### config.mk
export PLATFORM = sky130hd
export DESIGN_NAME = data_mem_port_flat
export DESIGN_NICKNAME = d
export VERILOG_FILES = /design/src/rtl/cpu_mem_pkg.sv /design/src/rtl/data_mem_port_if.sv /design/src/rtl/dmem_watchdog.sv /design/src/rtl/data_mem_port.sv /design/src/flat_wrapper.sv
export SDC_FILE = /design/constraint.sdc
export NUM_CORES = 1
export LEC_CHECK = 0
export ABC_AREA = 0
export CORE_ASPECT_RATIO = 0.8
export CORE_MARGIN = 8
export CORE_UTILIZATION = 30
export CTS_CLUSTER_DIAMETER = 150
export CTS_CLUSTER_SIZE = 8
export DETAILED_ROUTE_END_ITERATION = 8
export SYNTH_ARGS = -nofsm -noshare
export SYNTH_HDL_FRONTEND = slang
export SYNTH_HIERARCHICAL = 1
export SYNTH_SLANG_ARGS = --single-unit
### constraint.sdc
create_clock -name clk -period 1.8 [get_ports clk]
set_clock_uncertainty 0.1 [all_clocks]
set_input_delay 0.36 -clock clk [delete_from_list [all_inputs] [get_ports clk]]
set_output_delay 0.36 -clock clk [all_outputs]
set_load 0.1 [all_outputs]
### src/rtl/cpu_mem_pkg.sv
// Shared types and constants for the memory-stage data port of the ARM32 core.
package cpu_mem_pkg;

  typedef enum logic [0:0] {
    DMEM_IDLE = 1'b0,
    DMEM_BUS  = 1'b1
  } dmem_state_t;

  localparam int         DMEM_TIMEOUT_DEFAULT = 255;
  localparam logic [1:0] WORD_ALIGN_MASK      = 2'b11;

  // Access captured at acceptance and replayed on the bus until ack.
  typedef struct packed {
    logic        we;
    logic [31:0] addr;
    logic [31:0] wdata;
    logic [3:0]  rd;
  } dmem_req_t;

  function automatic logic word_aligned(input logic [31:0] addr);
    return (addr[1:0] & WORD_ALIGN_MASK) == 2'b00;
  endfunction

endpackage

### src/rtl/data_mem_port_if.sv
// Valid/ack bus between the data-memory port (master) and the data memory (slave).
interface data_mem_port_if;
  logic        mem_req;
  logic        mem_we;
  logic [31:0] mem_addr;
  logic [31:0] mem_wdata;
  logic        mem_ack;
  logic [31:0] mem_rdata;

  modport master (
    output mem_req, mem_we, mem_addr, mem_wdata,
    input  mem_ack, mem_rdata
  );

  modport slave (
    input  mem_req, mem_we, mem_addr, mem_wdata,
    output mem_ack, mem_rdata
  );
endinterface

### src/rtl/dmem_watchdog.sv
// Bus-wait watchdog: loaded on entry to BUS, flags expiry after TIMEOUT bus cycles.
module dmem_watchdog #(
  parameter int TIMEOUT = 255
) (
  input  logic clk,
  input  logic rst_n,
  input  logic load,
  input  logic en,
  output logic expired
);

  localparam int W = (TIMEOUT < 2) ? 1 : $clog2(TIMEOUT);

  logic [W-1:0] cnt;

  // Loaded with TIMEOUT-1 so that the TIMEOUT-th bus cycle sees zero.
  always_ff @(posedge clk or negedge rst_n) begin
    if (!rst_n)                cnt <= '0;
    else if (load)             cnt <= W'(TIMEOUT - 1);
    else if (en && cnt != '0)  cnt <= cnt - W'(1);
  end

  assign expired = en && (cnt == '0);

endmodule

### src/rtl/data_mem_port.sv
// Memory-stage LDR/STR responder: valid/ack bus handshake, pipeline stall, load return.
// Optional bus watchdog enabled by defining DMEM_TIMEOUT_EN.
module data_mem_port
  import cpu_mem_pkg::*;
#(
  parameter int TIMEOUT = DMEM_TIMEOUT_DEFAULT
) (
  input  logic        clk,
  input  logic        rst_n,
  input  logic        req_valid,
  input  logic        req_we,
  input  logic [31:0] req_addr,
  input  logic [31:0] req_wdata,
  input  logic [3:0]  req_rd,
  output logic        stall,
  output logic        ld_valid,
  output logic [31:0] ld_data,
  output logic [3:0]  ld_rd,
  output logic        err,
  data_mem_port_if.master bus
);

  localparam logic [0:0] ST_IDLE = 1'(DMEM_IDLE);
  localparam logic [0:0] ST_BUS  = 1'(DMEM_BUS);

  logic [0:0] state;
  dmem_req_t  lat;
  logic       in_bus, aligned, accept, misalign, done, expired, timeout;

  assign in_bus   = (state == ST_BUS);
  assign aligned  = word_aligned(req_addr);
  assign accept   = !in_bus && req_valid && aligned;
  assign misalign = !in_bus && req_valid && !aligned;
  assign done     = in_bus && bus.mem_ack;
  // Ack in the expiry cycle wins over the watchdog.
  assign timeout  = in_bus && expired && !bus.mem_ack;

  // Gated by rst_n so the pipeline is released the moment reset hits.
  assign stall = rst_n && (accept || (in_bus && !bus.mem_ack && !timeout));

`ifdef DMEM_TIMEOUT_EN
  dmem_watchdog #(.TIMEOUT(TIMEOUT)) u_wdog (
    .clk     (clk),
    .rst_n   (rst_n),
    .load    (accept),
    .en      (in_bus),
    .expired (expired)
  );
`else
  assign expired = 1'b0;
`endif

  assign bus.mem_req   = in_bus;
  assign bus.mem_we    = lat.we;
  assign bus.mem_addr  = lat.addr;
  assign bus.mem_wdata = lat.wdata;

  always_ff @(posedge clk or negedge rst_n) begin
    if (!rst_n) begin
      state    <= ST_IDLE;
      lat      <= '0;
      ld_valid <= 1'b0;
      ld_data  <= '0;
      ld_rd    <= '0;
      err      <= 1'b0;
    end else begin
      ld_valid <= done && !lat.we;
      err      <= misalign || timeout;
      if (accept) begin
        state <= ST_BUS;
        lat   <= '{we: req_we, addr: req_addr, wdata: req_wdata, rd: req_rd};
      end else if (done || timeout) begin
        state <= ST_IDLE;
      end
      if (done && !lat.we) begin
        ld_data <= bus.mem_rdata;
        ld_rd   <= lat.rd;
      end
    end
  end

endmodule

### src/flat_wrapper.sv
// flat-port wrapper written by rule: the top's interface ports become plain ports
module data_mem_port_flat import cpu_mem_pkg::*;
#(
  parameter int TIMEOUT = DMEM_TIMEOUT_DEFAULT
)
  (clk, rst_n, req_valid, req_we, req_addr, req_wdata, req_rd, stall, ld_valid, ld_data, ld_rd, err, bus_mem_req, bus_mem_we, bus_mem_addr, bus_mem_wdata, bus_mem_ack, bus_mem_rdata);
  data_mem_port_if bus_i ();
  input  logic clk;
  input  logic rst_n;
  input  logic req_valid;
  input  logic req_we;
  input  logic [31:0] req_addr;
  input  logic [31:0] req_wdata;
  input  logic [3:0] req_rd;
  output logic stall;
  output logic ld_valid;
  output logic [31:0] ld_data;
  output logic [3:0] ld_rd;
  output logic err;
  output wire logic [$bits(bus_i.mem_req)-1:0] bus_mem_req;
  output wire logic [$bits(bus_i.mem_we)-1:0] bus_mem_we;
  output wire logic [$bits(bus_i.mem_addr)-1:0] bus_mem_addr;
  output wire logic [$bits(bus_i.mem_wdata)-1:0] bus_mem_wdata;
  input wire logic [$bits(bus_i.mem_ack)-1:0] bus_mem_ack;
  input wire logic [$bits(bus_i.mem_rdata)-1:0] bus_mem_rdata;
  assign bus_mem_req = bus_i.mem_req;
  assign bus_mem_we = bus_i.mem_we;
  assign bus_mem_addr = bus_i.mem_addr;
  assign bus_mem_wdata = bus_i.mem_wdata;
  assign bus_i.mem_ack = bus_mem_ack;
  assign bus_i.mem_rdata = bus_mem_rdata;
  data_mem_port #(.TIMEOUT(TIMEOUT)) u_core (.clk(clk), .rst_n(rst_n), .req_valid(req_valid), .req_we(req_we), .req_addr(req_addr), .req_wdata(req_wdata), .req_rd(req_rd), .stall(stall), .ld_valid(ld_valid), .ld_data(ld_data), .ld_rd(ld_rd), .err(err), .bus(bus_i));
endmodule
==> flow_summary.yaml <==
worst_setup_path:
  cp-end-kind: "output pin"
  cp_top_family: "flip-flops"
  cp.arrival_ns: 1.54
  crit_chain: "nor4b_4 > buf_4 > o21a_4 > buf_12"
  cp_slowest_cell: "dfrtp_4"
  critPathBufInv: 2
  cp_max_fo: 2
  worstSetupStartpointType: "flop"
  reg2reg_slack_ns: -0.01
  worstPathRequired_ns: 1.34
  critical_path_class: "reg -> out"
  cpPeakStageDelay_ns: 0.49
global_routing:
  first_global_vias: 3277
  grt_antenna_before_repair: 0
  grt_overflow_total: 0
  grt_max_degree: 109
  grt_pass1_wl_mm: 20.1
  track_usage_pct: 13.5
clocking:
  cts_hold_buffers: 0
  clockBufferDepth: 2
  insertion_delay_ns: 0.35
  htreeDepth: 3
  cts_tree: "built"
  clk_pin_slew_ns: 0.07
  cts_sinks: 108
  root_buffer: "clkbuf_16"
  cts_made_buffers: 9
yosys:
  synth_edf_count: 0
  yosys_warnings: 6
  yosysSeqAreaShare_pct: 60.4
  ys_ff_latch: 108
  synth_area_per_cell_sq_um: 15.1
  synthFlopType: "dfrtp_1"
  synth_fp_nets: 401
  syn_inst: 296
  synth_top_area_share_pct: 60.4
  synth_area_leaders: "dfrtp_1, mux2_2, buf_4"
  syn_area_sq_um: 4480
  synth_common_cells: "dfrtp_1, mux2_2, buf_4"
  synth_most_common_cell: "dfrtp_1"
  yosys.cell_types.count: 13
  yosysTopAreaCell: "dfrtp_1"
  synth-async-reset-ratio_pct: 100
power:
  power.density_nw_per_um2: 1780
  peakVddDrop_mv: 1.06
  p_total_mw: 14.5
  total_leakage_power_nw: 3.59
layout:
  fillerInstances: 1162
  syn2layout_area_growth_pct: 81.6
  fin_util_pct: 54.9
  regArea_sq_um: 2710
  layout.nets: 566
  multi_input_area_sq_um: 1410
  drive_gt1_share_pct: 52.6
  final_cell_area_sq_um: 8130
  antenna_cells: 0
route:
  num_vias: 2818
  routed_wl_mm: 12.7
  drtIter0Drc: 52
  drt-pass1-iter-count: 4
  wl_per_cell_um: 19.4
  postRouteAntennaNets: 0
  via_per_inst: 4.30
  route.detailed.drc: 0
placed_design:
  place.gp.congestion: 0.738
  dpl-instance-area_sq_um: 7450
  dpl.hpwl_mm: 9.00
  portBuffers: 209
sta:
  slew_violations: 0
  fmax_ghz: 0.499
  setup_viol: 13
  period_share_pct: 111
  fin_crit_ns: 2.00
  worst_slew_pin_slew_ns: 0.578
  rsz0062_at_grt: "yes"
  layout_setup_ws_ns: -0.205
  relSlewSlack_pct: 61.4
  hold_viol_final: 0
die:
  core_area_sq_um: 14800
  io_pins: 210
  die_height_um: 125
  initial_core_util_pct: 30.2
  die_w_um: 153
  fp-row-count: 40
  dieArea_sq_um: 19100
worst_hold_path:
  holdCritPathClass: "in -> async"
status:
  run_status: "complete, but fails checks"
  violations: "setup timing"
flow_run:
  cap_violations: 0
-- cells in the final DEF, fill, tap and decap left out --
cell,n
buf_12,113
buf_16,1
buf_4,7
buf_6,1
buf_8,3
bufinv_16,1
clkbuf_16,10
clkbuf_8,2
clkdlybuf4s50_1,101
clkinv_2,1
clkinv_4,2
clkinvlp_4,1
dfrtp_1,106
dfrtp_4,2
dlymetal6s2s_1,2
inv_1,1
mux2_1,5
mux2_2,54
mux2_4,44
nand3b_1,1
nor2_1,1
nor2b_1,3
nor3b_1,1
nor4b_4,1
o21a_4,1
or2_2,1
-- flip-flops by register name, summed over array words and instances, names as in the netlist --
name and flops:
u_core/bus.mem_addr 32, u_core/bus.mem_wdata 32, u_core/ld_data 32, u_core/lat 4
u_core/ld_rd 4, u_core/bus.mem_req 1, u_core/bus.mem_we 1, u_core/err 1
u_core/ld_valid 1
-- metrics by stage --
step / setup TNS, ns / hold WS [ns] / instances / worst slack, ns
2_1_floorplan: -2.83 / -0.0356 / 296 / -0.166
3_3_place_gp: -20.61 / 0.387 / 628 / -0.338
3_5_place_dp: -24.36 / 0.398 / 628 / -0.398
4_1_cts: -2.76 / 0.0868 / 657 / -0.284
5_1_grt: -1.77 / 0.108 / 655 / -0.267
6_report: -0.251 / 0.0660 / 655 / -0.205
-- logic make-up after synthesis --
group	after synthesis	synth area share, %
DFF	108	60.4
muxes	103	25.9
buffers and inverters	76	12.0
and+or+nand+nor	8	1.51
AOI/OAI and AO/OA	1	0.168
-- timing repair --
action | 4_1_cts | 5_1_grt
cloned | 4 | 1
buffers inserted | 9 | 1
resized for setup | 57 | 3
setup endpoints to repair | 35 | 67
pin swaps | 1 | 1
-- final timing paths --
path                                    startpoint                       end  cells after the start
max in group asynchronous                    rst_n         u_core/bus.mem_we                      2
min in group clk                       req_addr[0]                u_core/err                      3
worst max register to register  u_core/bus.mem_req  u_core/bus.mem_wdata[20]                      6
worst min register to register       u_core/lat[3]           u_core/ld_rd[3]                      1
worst max-delay path            u_core/bus.mem_req                     stall                      4
worst min-delay path                         rst_n    u_core/bus.mem_addr[6]                      2
-- worst reg2reg max path: cells and delay by family (launching register included) --
family                 cells  cell delay [ns]
flip-flops                 1             0.49
multiplexers               1             0.30
buffers and inverters      4             0.55
AND/OR/NAND/NOR            1             0.25
-- layer usage --
metal  part of all wire [%]  track usage (%)  up-vias
li1                       -                -     1268
met1                     41             15.3     1408
met2                     47             21.7      130
met3                     10             7.16       12
met4                    1.4             4.18        0
met5                      0                0        -
-- report_power, final --
group / total, mW / switching [mW] / internal, mW
sequential: 3.78 / 0.699 / 3.08
clock: 2.04 / 0.880 / 1.16
combinational: 8.68 / 5.42 / 3.26
-- area by class of cell --
type / count / area share [%]
well taps: 189 / 2.91
multi-input cells: 112 / 17.3
clock inverters: 5 / 0.739
repair buffers: 229 / 42.6
inverters: 1 / 0.0462
clock buffers: 11 / 3.11
flip-flops and latches: 108 / 33.3
No activity file was read; power rests on OpenSTA's default activity.
